`src/rtl/tlul_err_gate.sv`:
```
// TL-UL error gate: forwards legal host requests to one device, absorbs illegal ones
// and answers them locally once every outstanding device transaction has drained.
package tlul_pkg;
    localparam logic [2:0] PutFullData    = 3'h0;
    localparam logic [2:0] PutPartialData = 3'h1;
    localparam logic [2:0] Get            = 3'h4;
    localparam logic [2:0] AccessAck      = 3'h0;
    localparam logic [2:0] AccessAckData  = 3'h1;

    typedef struct packed {
        logic        a_valid;
        logic [2:0]  a_opcode;
        logic [2:0]  a_param;
        logic [1:0]  a_size;
        logic [7:0]  a_source;
        logic [31:0] a_address;
        logic [7:0]  a_mask;
        logic [63:0] a_data;
        logic        d_ready;
    } tl_h2d_t;

    typedef struct packed {
        logic        d_valid;
        logic [2:0]  d_opcode;
        logic [2:0]  d_param;
        logic [1:0]  d_size;
        logic [7:0]  d_source;
        logic [0:0]  d_sink;
        logic [63:0] d_data;
        logic        d_error;
        logic        a_ready;
    } tl_d2h_t;
endpackage

// state     | meaning
// StIdle    | forwarding legal requests and device responses
// StDrain   | illegal request pending, waiting for outstanding device transactions to finish
// StErrResp | presenting the locally generated error response to the host
module tlul_err_gate
    import tlul_pkg::*;
#(
    parameter int unsigned MaxOutstanding = 4,
    parameter int unsigned ErrCntW        = 16
) (
    input  logic               clk_i,
    input  logic               rst_ni,
    input  tl_h2d_t            tl_h_i,
    output tl_d2h_t            tl_h_o,
    output tl_h2d_t            tl_d_o,
    input  tl_d2h_t            tl_d_i,
    input  logic               err_i,
    output logic               busy_o,
    output logic [ErrCntW-1:0] err_cnt_o
);

    localparam int unsigned OutW = $clog2(MaxOutstanding + 1);
    localparam logic [OutW-1:0] MaxOut = OutW'(MaxOutstanding);

    typedef enum logic [1:0] {StIdle, StDrain, StErrResp} state_e;

    state_e             state_q, state_d;
    logic [OutW-1:0]    out_q, out_d;
    logic [2:0]         op_q, op_d;
    logic [1:0]         size_q, size_d;
    logic [7:0]         source_q, source_d;
    logic [ErrCntW-1:0] err_cnt_q, err_cnt_d;
    logic               has_room;
    logic               accept_err;
    logic               a_hs, d_hs;

    assign has_room = (out_q < MaxOut);

    always_comb begin
        state_d    = state_q;
        accept_err = 1'b0;
        op_d       = op_q;
        size_d     = size_q;
        source_d   = source_q;
        err_cnt_d  = err_cnt_q;

        tl_d_o           = tl_h_i;
        tl_d_o.a_valid   = 1'b0;
        tl_d_o.d_ready   = 1'b0;
        tl_h_o           = tl_d_i;
        tl_h_o.d_valid   = 1'b0;
        tl_h_o.a_ready   = 1'b0;

        unique case (state_q)
            StIdle: begin
                tl_h_o.d_valid = tl_d_i.d_valid;
                tl_d_o.d_ready = tl_h_i.d_ready;
                if (tl_h_i.a_valid) begin
                    if (!err_i) begin
                        tl_d_o.a_valid = has_room;
                        tl_h_o.a_ready = has_room & tl_d_i.a_ready;
                    end else if (out_q == '0) begin
                        accept_err = 1'b1;
                    end else begin
                        state_d = StDrain;
                    end
                end
            end
            StDrain: begin
                tl_h_o.d_valid = tl_d_i.d_valid;
                tl_d_o.d_ready = tl_h_i.d_ready;
                // A request that vanished or turned legal is not ours to absorb.
                if (!tl_h_i.a_valid || !err_i) begin
                    state_d = StIdle;
                end else if (out_q == '0) begin
                    accept_err = 1'b1;
                end
            end
            StErrResp: begin
                tl_h_o.d_valid  = 1'b1;
                tl_h_o.d_opcode = (op_q == Get) ? AccessAckData : AccessAck;
                tl_h_o.d_param  = '0;
                tl_h_o.d_size   = size_q;
                tl_h_o.d_source = source_q;
                tl_h_o.d_sink   = '0;
                tl_h_o.d_data   = '0;
                tl_h_o.d_error  = 1'b1;
                if (tl_h_i.d_ready) begin
                    state_d = StIdle;
                end
            end
            default: state_d = StIdle;
        endcase

        if (accept_err) begin
            tl_h_o.a_ready = 1'b1;
            op_d           = tl_h_i.a_opcode;
            size_d         = tl_h_i.a_size;
            source_d       = tl_h_i.a_source;
            state_d        = StErrResp;
            if (err_cnt_q != '1) begin
                err_cnt_d = err_cnt_q + ErrCntW'(1);
            end
        end

        if (!rst_ni) begin
            tl_h_o.a_ready = 1'b0;
            tl_h_o.d_valid = 1'b0;
            tl_d_o.a_valid = 1'b0;
            tl_d_o.d_ready = 1'b0;
        end
    end

    // A stray response with nothing outstanding is forwarded but never counted.
    assign a_hs = tl_d_o.a_valid & tl_d_i.a_ready;
    assign d_hs = tl_d_i.d_valid & tl_d_o.d_ready & (out_q != '0);

    always_comb begin
        out_d = out_q;
        if (a_hs && !d_hs) begin
            out_d = out_q + OutW'(1);
        end else if (!a_hs && d_hs) begin
            out_d = out_q - OutW'(1);
        end
    end

    always_ff @(posedge clk_i) begin
        if (!rst_ni) begin
            state_q   <= StIdle;
            out_q     <= '0;
            op_q      <= '0;
            size_q    <= '0;
            source_q  <= '0;
            err_cnt_q <= '0;
        end else begin
            state_q   <= state_d;
            out_q     <= out_d;
            op_q      <= op_d;
            size_q    <= size_d;
            source_q  <= source_d;
            err_cnt_q <= err_cnt_d;
        end
    end

    assign busy_o    = rst_ni & ((out_q != '0) || (state_q != StIdle));
    assign err_cnt_o = err_cnt_q;

endmodule

```
`config.mk`:
```
export PLATFORM = sky130hd
export DESIGN_NAME = tlul_err_gate
export DESIGN_NICKNAME = d
export VERILOG_FILES = /design/src/rtl/tlul_err_gate.sv
export SDC_FILE = /design/constraint.sdc
export NUM_CORES = 1
export LEC_CHECK = 0
export BUFFER_PORTS_ARGS = -buffer_cell sky130_fd_sc_hd__clkbuf_2
export CAP_MARGIN = 15
export CORE_AREA = 3 3 164 166
export DETAILED_ROUTE_END_ITERATION = 6
export DIE_AREA = 0 0 167 169
export SYNTH_ARGS = -nofsm -noshare
export SYNTH_HDL_FRONTEND = slang
export SYNTH_SLANG_ARGS = --single-unit
```
`constraint.sdc`:
```
create_clock -name clk_i -period 6.5 [get_ports clk_i]
set_input_delay 0.65 -clock clk_i [delete_from_list [all_inputs] [get_ports clk_i]]
set_output_delay 0.65 -clock clk_i [all_outputs]
set_load 0.005 [all_outputs]
```
==> reports/summary.txt, run 1 <==
Biggest area contributors in the synthesized netlist -> buf_4, dfxtp_1, and2_1
Die height -> 169 um
Count of nets after finishing -> 680
Number of warning messages in the yosys log -> 0
Count of endpoints failing hold in the final timing report -> 0
Leakage power -> 1.705 nW
Count of hold buffers inserted by post-cts repair -> 0
Share of the synthesized area in the top cell type -> 0.2983
Antenna violations before repair -> 4
Async SR Flop Fraction -> 0
Final setup fails -> 0
Setup WS post-layout -> 3.626 ns
Chip width -> 167 um
Pin count of the biggest net entering global routing -> 86
Power Density -> 169.4 nW/um^2
Unique cell type count in the Yosys netlist -> 36
Peak clock frequency supported by timing -> 348.0 MHz
Filler cell count -> 2994
Crit path arrival time -> 2.22 ns
Vias after detailed routing -> 2908
Row count -> 59
Mapped Nets -> 590
CP Launch Type -> register
Data required time of the worst path -> 5.85 ns
Wirelength per Cell -> 19.62 um
Vias in the first global route -> 2758
Die area -> 28220 sq um
Clock latency at the later pin of the worst-skew pair -> 0.28 ns
Cell area after technology mapping -> 3020 sq um
Comb power frac -> 0.283
Sinks on the clock net -> 34
Most frequently used cell type in the post-synthesis netlist -> buf_4
Critical path fanouts, max -> 14
Count of port buffers added during placement -> 217
Number of resized instances in the post-cts repair step -> 0
Hold path start -> source_q[5]
Gp weighted congestion -> 0.7711
Cell total after placement -> 796
Critical Path Sink Type -> output pin
Htree depth -> 2
Remaining routing DRC violations -> 0
Core box area -> 25760 sq um
Dominant synthesized flop cell -> dfxtp_1
Count of state elements after synthesis -> 34
Length of the first detailed-routing pass in iterations -> 4
RSZ-0062 raised after global routing -> false
Root buffer selected by CTS -> clkbuf_16
Global-route wire length before repair -> 21310 um
Top cell family by delay on the critical path -> simple AND/OR/NAND/NOR gates
Max Root-Sink Buffers -> 2
Proportion of total power due to net switching -> 0.2962
Worst path cell trace -> or3_4 -> nor3_2 -> or2_2 -> clkbuf_2
Crit path max-delay cell type -> nor3_2
Largest stage delay on the critical path -> 0.81 ns
Reported net switching power -> 0.1873 mW
Number of primary I/O pins -> 432
Final Cycle Share -> 0.4421
Synth Area per Inst -> 7.990 sq um
Overall Global Routing Usage -> 0.1037
Pre-CTS WS -> 3.498 ns
Area growth from synthesis to layout -> 23.57%
Number of enable flip-flop cells after synthesis -> 0
Synth area leader -> buf_4
Part of the power in registers -> 0.352
Max Transition Viols Final -> 0
Launch point of the worst reg-to-reg path -> state_q[1]
Synthesized instance count -> 378
Starting density of the core -> 0.1172
Post-Layout Cell Count -> 804
Count of buffer and inverter cells on the critical path -> 1
Half-perimeter wire length of the detailed placement result -> 13490 um
Run status -> complete, no violations
Clock tree from TritonCTS -> yes
Critical Setup Path Class -> register to output pin
Share of cells above drive strength 1 -> 0.5214
Sequential share of the synthesized area -> 0.2254
Worst hold path class -> register to register
Timing startpoint of the critical path -> out_q[2]
Leading cell types by count after synthesis -> buf_4, and2_1, dfxtp_1
Total negative slack -> 0 ns
Number of post-CTS setup repair buffers -> 0
Minimum clock period after layout -> 2.874 ns
Clock slew at the register clock pins of the worst setup and hold paths -> 0.05 ns
Number of vias per cell -> 3.617
DRC marker count from the first detailed-route iteration -> 88
Overall routed net length -> 15770 um
Post-Route Skew -> 0.008337 ns
Clock group share of total power -> 0.365
Int Pwr -> 0.4450 mW
Maximum vdd ir drop -> 96.37 uV
Antenna-violating nets left -> 0
Aggregate global routing overflow -> 0
Rel. slew slack -> 0.3294
Number of buffers added by the clock tree synthesis step -> 5
Slew of the pin with the lowest slew margin -> 1.000 ns
Max-capacitance violation count -> 0
per-stage QoR:
stage,hold WS (ns),instance area (sq um),utilization,total power [mW]
floorplan,0.4385,3020,-,0.3583
global placement,0.4555,3593,0.1395,0.4109
detailed placement,0.4587,3593,0.1395,0.4096
CTS,0.4715,3730,0.1448,0.6498
global route,0.4860,3732,0.1449,0.6726
finish,0.4711,3732,0.1449,0.6323
path summary, 6_finish.rpt:
check | slack (ns) | end | depth (start not counted)
worst max register to register | 3.97 | out_q[2] | 9
worst max-delay path | 3.63 | tl_h_o[0] | 4
worst min-delay path | 0.47 | source_q[5] | 1
worst min register to register | 0.47 | source_q[5] | 1
power by group through the flow:
stage | logic (mW) | registers [mW] | clock network (mW)
final | 0.179 | 0.223 | 0.231
after global routing | 0.198 | 0.224 | 0.251
after CTS | 0.184 | 0.223 | 0.243
after floorplan | 0.133 | 0.225 | 0
after detailed placement | 0.182 | 0.227 | 0
after global placement | 0.184 | 0.227 | 0
cells in the final DEF, fill, tap and decap left out, types with 3 or more instances in the layout:
master and instances:
and4_1 3, nand2_1 9, or4_1 9, clkbuf_2 217, inv_1 4, a21oi_1 19, dfxtp_1 34, clkbuf_16 5
buf_4 3, and2_1 71, o21ai_0 7, nor2_1 8, a22o_1 13, or3_1 5, nand2b_1 4, nand3_1 6
nand4_1 4, o31ai_1 10, mux2_2 10
logic make-up (layout without fill, tap and decap cells):
kind of cell,after synthesis,after routing,synth area share
xor+xnor,2,2,0.005801
compound gates,52,52,0.1143
fa+ha+maj,3,3,0.01491
mux,11,11,0.04060
flops,34,34,0.2254
simple gates,135,135,0.2734
buf+inv,141,231,0.3256
other cells,0,1,0
worst reg2reg max path: stages (launching register included):
cell and delay, ns:
dfxtp_1 0.36, nor2_1 0.15, nor4b_1 0.32, and2_1 0.26, ha_1 0.22, inv_1 0.07
fa_1 0.37, xor2_1 0.16, or3_2 0.40, a21oi_1 0.15
final cells by class:
type | instances | area [sq um] | share of cell area
diodes | 1 | 2.502 | 0.0006705
clock buffers | 6 | 128.9 | 0.03453
clock inverters | 1 | 7.507 | 0.002011
inverters | 4 | 15.01 | 0.004023
multi-input cells | 203 | 1370 | 0.3671
flip-flops and latches | 34 | 680.7 | 0.1824
well taps | 335 | 419.2 | 0.1123
repair buffers | 220 | 1109 | 0.2970
registers in the layout, summed over array words and instances (netlist names):
signal / cells
err_cnt_o: 16
size_q: 2
source_q: 8
op_q: 3
out_q: 3
state_q: 2
per-layer routing:
metal / wire length (um) / GRT usage / up-vias
met4: 778 / 0.05631 / 2
met5: 13 / 0 / -
li1: - / - / 1336
met3: 1938 / 0.05582 / 61
met2: 7016 / 0.1572 / 174
met1: 6025 / 0.1170 / 1335
(Power assumes the default switching activity.)
==> inputs of run 2 (changes only) <==
==> constraint.sdc (replaced) <==
create_clock -name clk_i -period 2.8 [get_ports clk_i]
set_input_delay 0.28 -clock clk_i [delete_from_list [all_inputs] [get_ports clk_i]]
set_output_delay 0.28 -clock clk_i [all_outputs]
set_load 0.005 [all_outputs]
==> reports/summary.txt, run 2 (synthesis gave the netlist of run 1 again) <==
Count of hold buffers inserted by post-cts repair -> 0 (unchanged)
Flip-flop count of the largest register after layout -> 16 (unchanged)
Final Cycle Share -> 0.8894
M1 WL -> 6266 um (+4.0%)
Starting density of the core -> 0.1172 (unchanged)
Slew of the pin with the lowest slew margin -> 0.9897 ns (-0.01082 ns)
Number of resized instances in the post-cts repair step -> 0 (unchanged)
Critical Setup Path Class -> register to register
Detail Route met3 WL -> 1880 um (-3.0%)
Worst path cell trace -> nor2_1 -> nor4b_1 -> and2_1 -> ha_1 -> inv_1 -> fa_1 -> xor2_1 -> or3_2 -> a21oi_1
Length of the first detailed-routing pass in iterations -> 4 (unchanged)
Gp weighted congestion -> 0.8980 (+16%)
Share of cells above drive strength 1 -> 0.5275 (+0.006175)
N_diodes -> 0 (-1)
Htree depth -> 2 (unchanged)
Wirelength per Cell -> 19.76 um (+0.73%)
Row count -> 59 (unchanged)
Critical path fanouts, max -> 6 (-8)
Chip width -> 167 um (unchanged)
Vias after detailed routing -> 2995 (+3.0%)
Count of buffer and inverter cells on the critical path -> 1 (unchanged)
Number of buffers added by the clock tree synthesis step -> 5 (unchanged)
Sinks on the clock net -> 34 (unchanged)
Leading cell types in the layout, fill and taps excluded -> clkbuf_2, and2_1, dfxtp_1, a21oi_1, a22o_1
Pin count of the biggest net entering global routing -> 50 (-42%)
Max Root-Sink Buffers -> 2 (unchanged)
Area growth from synthesis to layout -> 24.73%
Root buffer selected by CTS -> clkbuf_16
Largest stage delay on the critical path -> 0.40 ns (-0.41 ns)
Rel. slew slack -> 0.3402 (+0.01085)
Crit path arrival time -> 2.70 ns (+0.48 ns)
RSZ-0062 raised after global routing -> false
Top cell family by delay on the critical path -> simple AND/OR/NAND/NOR gates
Number of vias per cell -> 3.711 (+2.6%)
Number of primary I/O pins -> 432 (unchanged)
Max Used Layer -> met5
Depth of the most critical reg-to-reg path -> 9 (unchanged)
Count of port buffers added during placement -> 217 (unchanged)
Core box area -> 25760 sq um (unchanged)
Critical Path Sink Type -> register
Max Transition Viols Final -> 0 (unchanged)
Number of post-CTS setup repair buffers -> 0 (unchanged)
Launch point of the worst reg-to-reg path -> state_q[1]
Most common library cell in the layout ignoring fill and taps -> clkbuf_2
Worst path depth -> 9 (+5)
Global-route wire length before repair -> 21820 um (+2.4%)
Critical register-to-register path endpoint -> out_q[2]
Overall Global Routing Usage -> 0.1055 (+0.001835)
Antenna-violating nets left -> 0 (unchanged)
Die height -> 169 um (unchanged)
Minimum clock period after layout -> 2.490 ns
Crit path to -> out_q[2]
DRC marker count from the first detailed-route iteration -> 138 (+57%)
Worst R2R Setup Slack -> 0.31 ns (-3.66 ns)
Worst hold path class -> input pin to register
Count of endpoints failing hold in the final timing report -> 0 (unchanged)
Vias in the first global route -> 2892 (+4.9%)
Final setup fails -> 0 (unchanged)
Clock tree from TritonCTS -> yes
Die area -> 28220 sq um (unchanged)
Max-capacitance violation count -> 0 (unchanged)
Post-Route Skew -> 0.003806 ns (-0.004531 ns)
Aggregate global routing overflow -> 0 (unchanged)
Antenna violations before repair -> 5 (+1)
CP Launch Type -> register
Worst-case hold slack -> 0.2306 ns (-0.2405 ns)
Maximum vdd ir drop -> 230.4 uV (+140%)
Remaining routing DRC violations -> 0 (unchanged)
Cell area after placement -> 3616 sq um (+0.63%)
Peak clock frequency supported by timing -> 401.5 MHz
Met2 WL post-DR -> 6930 um (-1.2%)
Total negative slack -> 0 ns (unchanged)
Count of nets after finishing -> 683 (+0.44%)
Leakage power -> 1.730 nW (+1.4%)
Crit path max-delay cell type -> or3_2
Clock slew at the register clock pins of the worst setup and hold paths -> 0.06 ns (about the same)
Data required time of the worst path -> 3.01 ns (-2.84 ns)
Power Density -> 404.5 nW/um^2 (+140%)
Half-perimeter wire length of the detailed placement result -> 13600 um (+0.77%)
Clock latency at the later pin of the worst-skew pair -> 0.28 ns (about the same)
Overall routed net length -> 15950 um (+1.1%)
Run status -> complete, no violations
Final non-filler cell area -> 3767 sq um (+0.94%)
Timing startpoint of the critical path -> state_q[1]
run 2: cell types whose count changed in the layout (fill, tap and decap cells not counted), sizes merged:
cell	delta
clkinv	+1
diode	-1
buf	+3
run 2: metrics by stage:
stage	power, mW	std cells	setup slack, ns	util
floorplan	0.8319	378	0.5034	-
global placement	0.9554	799	0.3471	0.1404
detailed placement	0.9539	799	0.2333	0.1404
CTS	1.571	807	0.3056	0.1462
global route	1.623	807	0.1121	0.1462
finish	1.524	807	0.3096	0.1462
run 2: final cells by class:
cell class,count,area [sq um]
Sequential cell,34,680.7
Tap cell,335,419.2
Timing Repair Buffer,223,1131
Fill cell,2949,22000
Multi-Input combinational cell,203,1370
Inverter,4,15.01
Clock inverter,2,12.51
Clock buffer,6,138.9
run 2: report_power, final:
group	internal, mW	switching [mW]
Combinational	0.210	0.214
Clock	0.353	0.231
Sequential	0.502	0.0152
run 2: layer usage:
layer / vias to the layer above / global-route usage
met5: - / 0
met2: 197 / 0.1567
met1: 1383 / 0.1274
met3: 65 / 0.04531
met4: 4 / 0.06062
li1: 1346 / -
run 2: worst min-delay path by stage:
stage	startpoint	to	slack [ns]	cells past startpoint
6_report	tl_h_i[111]	source_q[6]	0.23	2
3_5_place_dp	source_q[6]	source_q[6]	0.46	1
2_1_floorplan	tl_h_i[113]	size_q[0]	0.41	1
4_1_cts	tl_h_i[111]	source_q[6]	0.22	2
3_3_place_gp	source_q[2]	source_q[2]	0.45	1
5_1_grt	tl_h_i[111]	source_q[6]	0.22	2
==> inputs of run 3 (changes only) <==
--- a/config.mk
+++ b/config.mk
@@ -7,9 +7,9 @@
 export LEC_CHECK = 0
 export BUFFER_PORTS_ARGS = -buffer_cell sky130_fd_sc_hd__clkbuf_2
 export CAP_MARGIN = 15
-export CORE_AREA = 3 3 164 166
+export CORE_AREA = 3 3 168 170
 export DETAILED_ROUTE_END_ITERATION = 6
-export DIE_AREA = 0 0 167 169
+export DIE_AREA = 0 0 171 173
 export SYNTH_ARGS = -nofsm -noshare
 export SYNTH_HDL_FRONTEND = slang
 export SYNTH_SLANG_ARGS = --single-unit
==> constraint.sdc (replaced) <==
create_clock -name clk_i -period 2.7 [get_ports clk_i]
set_input_delay 0.27 -clock clk_i [delete_from_list [all_inputs] [get_ports clk_i]]
set_output_delay 0.27 -clock clk_i [all_outputs]
set_load 0.005 [all_outputs]
==> reports/summary.txt, run 3 (synthesis gave the netlist of run 1 again) <==
RSZ-0062 raised after global routing -> false
Sinks on the clock net -> 34 (unchanged)
Critical Setup Path Class -> register to register
Chip width -> 171 um (+2.4%)
Post-Route Skew -> 0.008216 ns (+0.004410 ns)
Global-route wire length before repair -> 20160 um (-7.6%)
Wirelength per Cell -> 18.10 um (-8.4%)
Antenna violations before repair -> 0 (-5)
Count of nets after finishing -> 681 (-0.29%)
Minimum clock period after layout -> 2.416 ns (-0.07430 ns)
Htree depth -> 2 (unchanged)
Clock latency at the later pin of the worst-skew pair -> 0.28 ns (about the same)
Maximum vdd ir drop -> 276.0 uV (+20%)
Vias in the first global route -> 2810 (-2.8%)
Remaining routing DRC violations -> 0 (unchanged)
Antenna-violating nets left -> 0 (unchanged)
Filler cell count -> 3133 (+6.2%)
Area of the multi-input gates -> 1370 sq um (unchanged)
Count of endpoints failing hold in the final timing report -> 0 (unchanged)
Max Root-Sink Buffers -> 2 (unchanged)
Launch point of the worst reg-to-reg path -> state_q[1]
Number of vias per cell -> 3.616 (-2.6%)
Final setup fails -> 0 (unchanged)
Critical Path Sink Type -> register
Row count -> 60 (+1.7%)
Count of hold buffers inserted by post-cts repair -> 0 (unchanged)
Slew of the pin with the lowest slew margin -> 0.8742 ns (-0.1155 ns)
Number of post-CTS setup repair buffers -> 0 (unchanged)
Leading cell types in the layout, fill and taps excluded -> clkbuf_2, and2_1, dfxtp_1, a21oi_1, a22o_1
Die height -> 173 um (+2.4%)
Total negative slack -> 0 ns (unchanged)
Crit path arrival time -> 2.62 ns (-0.08 ns)
Hold Path Stages -> 2 (unchanged)
Gp weighted congestion -> 0.8656 (-3.6%)
Final Cycle Share -> 0.8949 (+0.005423)
Number of resized instances in the post-cts repair step -> 0 (unchanged)
Area growth from synthesis to layout -> 26.39%
Share of cells above drive strength 1 -> 0.5255 (-0.002010)
Run status -> complete, no violations
Critical register-to-register path endpoint -> out_q[2]
Leakage power -> 1.748 nW (+1.0%)
Most common library cell in the layout ignoring fill and taps -> clkbuf_2
Flip-flop count of the largest register after layout -> 16 (unchanged)
Max Transition Viols Final -> 0 (unchanged)
DRC marker count from the first detailed-route iteration -> 150 (+8.7%)
Worst R2R Setup Slack -> 0.28 ns (-0.03 ns)
Die area -> 29580 sq um (+4.8%)
Root buffer selected by CTS -> clkbuf_16
Overall Global Routing Usage -> 0.09204 (-0.01350)
Overall routed net length -> 14700 um (-7.8%)
Area occupied by registers -> 680.7 sq um (unchanged)
Vias after detailed routing -> 2936 (-2.0%)
Max-capacitance violation count -> 0 (unchanged)
Core box area -> 26880 sq um (+4.3%)
Worst-case hold slack -> 0.2181 ns (-0.01245 ns)
Final Power -> 1.738 mW (+14%)
Depth of the most critical reg-to-reg path -> 9 (unchanged)
Worst hold path class -> input pin to register
Hold path start -> tl_h_i[111]
Aggregate global routing overflow -> 0 (unchanged)
Critical path fanouts, max -> 6 (unchanged)
Clock slew at the register clock pins of the worst setup and hold paths -> 0.06 ns (about the same)
CP Launch Type -> register
Half-perimeter wire length of the detailed placement result -> 12290 um (-9.6%)
Pin count of the biggest net entering global routing -> 86 (+72%)
Count of port buffers added during placement -> 217 (unchanged)
Rel. slew slack -> 0.4172 (+0.07697)
Hold Crit Endpoint -> source_q[6]
Clock tree from TritonCTS -> yes
Data required time of the worst path -> 2.90 ns (-0.11 ns)
Starting density of the core -> 0.1124 (-0.004852)
Number of primary I/O pins -> 432 (unchanged)
Length of the first detailed-routing pass in iterations -> 4 (unchanged)
Number of buffers added by the clock tree synthesis step -> 5 (unchanged)
Peak clock frequency supported by timing -> 413.9 MHz (+3.1%)
Power Density -> 455.3 nW/um^2 (+13%)
[run 3: cell count changes in the layout (fill, tap and decap cells not counted)]
cell	before	now
clkinvlp_4	1	0
clkinv_4	0	1
diode_2	0	1
clkbuf_8	1	0
buf_12	0	1
clkinv_2	1	0
bufinv_16	0	2
buf_4	6	3
[run 3: worst max-delay path by stage]
| stage | startpoint | to | slack, ns | cells after the start |
|---|---|---|---|---|
| 3_5_place_dp | rst_ni | out_q[2] | 0.27 | 10 |
| 2_1_floorplan | state_q[1] | out_q[2] | 0.40 | 9 |
| 5_1_grt | state_q[1] | out_q[2] | 0.09 | 9 |
| 6_report | state_q[1] | out_q[2] | 0.28 | 9 |
| 4_1_cts | state_q[1] | out_q[2] | 0.27 | 9 |
| 3_3_place_gp | rst_ni | out_q[2] | 0.34 | 10 |
[run 3: area by class of cell]
type / count / share of cell area
Timing Repair Buffer: 221 / 0.2956
Antenna cell: 1 / 0.0006555
Clock inverter: 3 / 0.01803
Multi-Input combinational cell: 203 / 0.3589
Inverter: 4 / 0.003933
Clock buffer: 5 / 0.03278
Sequential cell: 34 / 0.1783
Tap cell: 341 / 0.1118
[run 3: layer usage]
metal	vias up	routed length [um]	global-route usage
met5	-	0	0
met4	0	535	0.03924
met3	54	1768	0.03818
met2	185	6253	0.1358
met1	1357	6138	0.1175
li1	1340	-	-
[run 3: stage by stage]
step	cells	util	cell area [sq um]	setup WS, ns
2_1_floorplan	378	-	3020	0.4034
3_3_place_gp	803	0.1347	3621	0.3398
3_5_place_dp	803	0.1347	3621	0.2663
4_1_cts	811	0.1419	3815	0.2654
5_1_grt	811	0.1419	3815	0.09444
6_report	812	0.1420	3817	0.2839
[run 3: worst max-delay path: stages (launching register included)]
cell and delay [ns]:
dfxtp_1 0.36, nor2_1 0.14, nor4b_1 0.31, and2_1 0.20, ha_1 0.18, inv_1 0.06
fa_1 0.38, xor2_1 0.16, or3_2 0.40, a21oi_1 0.15
[run 3: power breakdown]
group          internal (mW)  switching (mW)  total, mW
logic                  0.218           0.215      0.433
registers              0.520          0.0151      0.535
clock network          0.531           0.239      0.770
total                   1.27           0.469       1.74
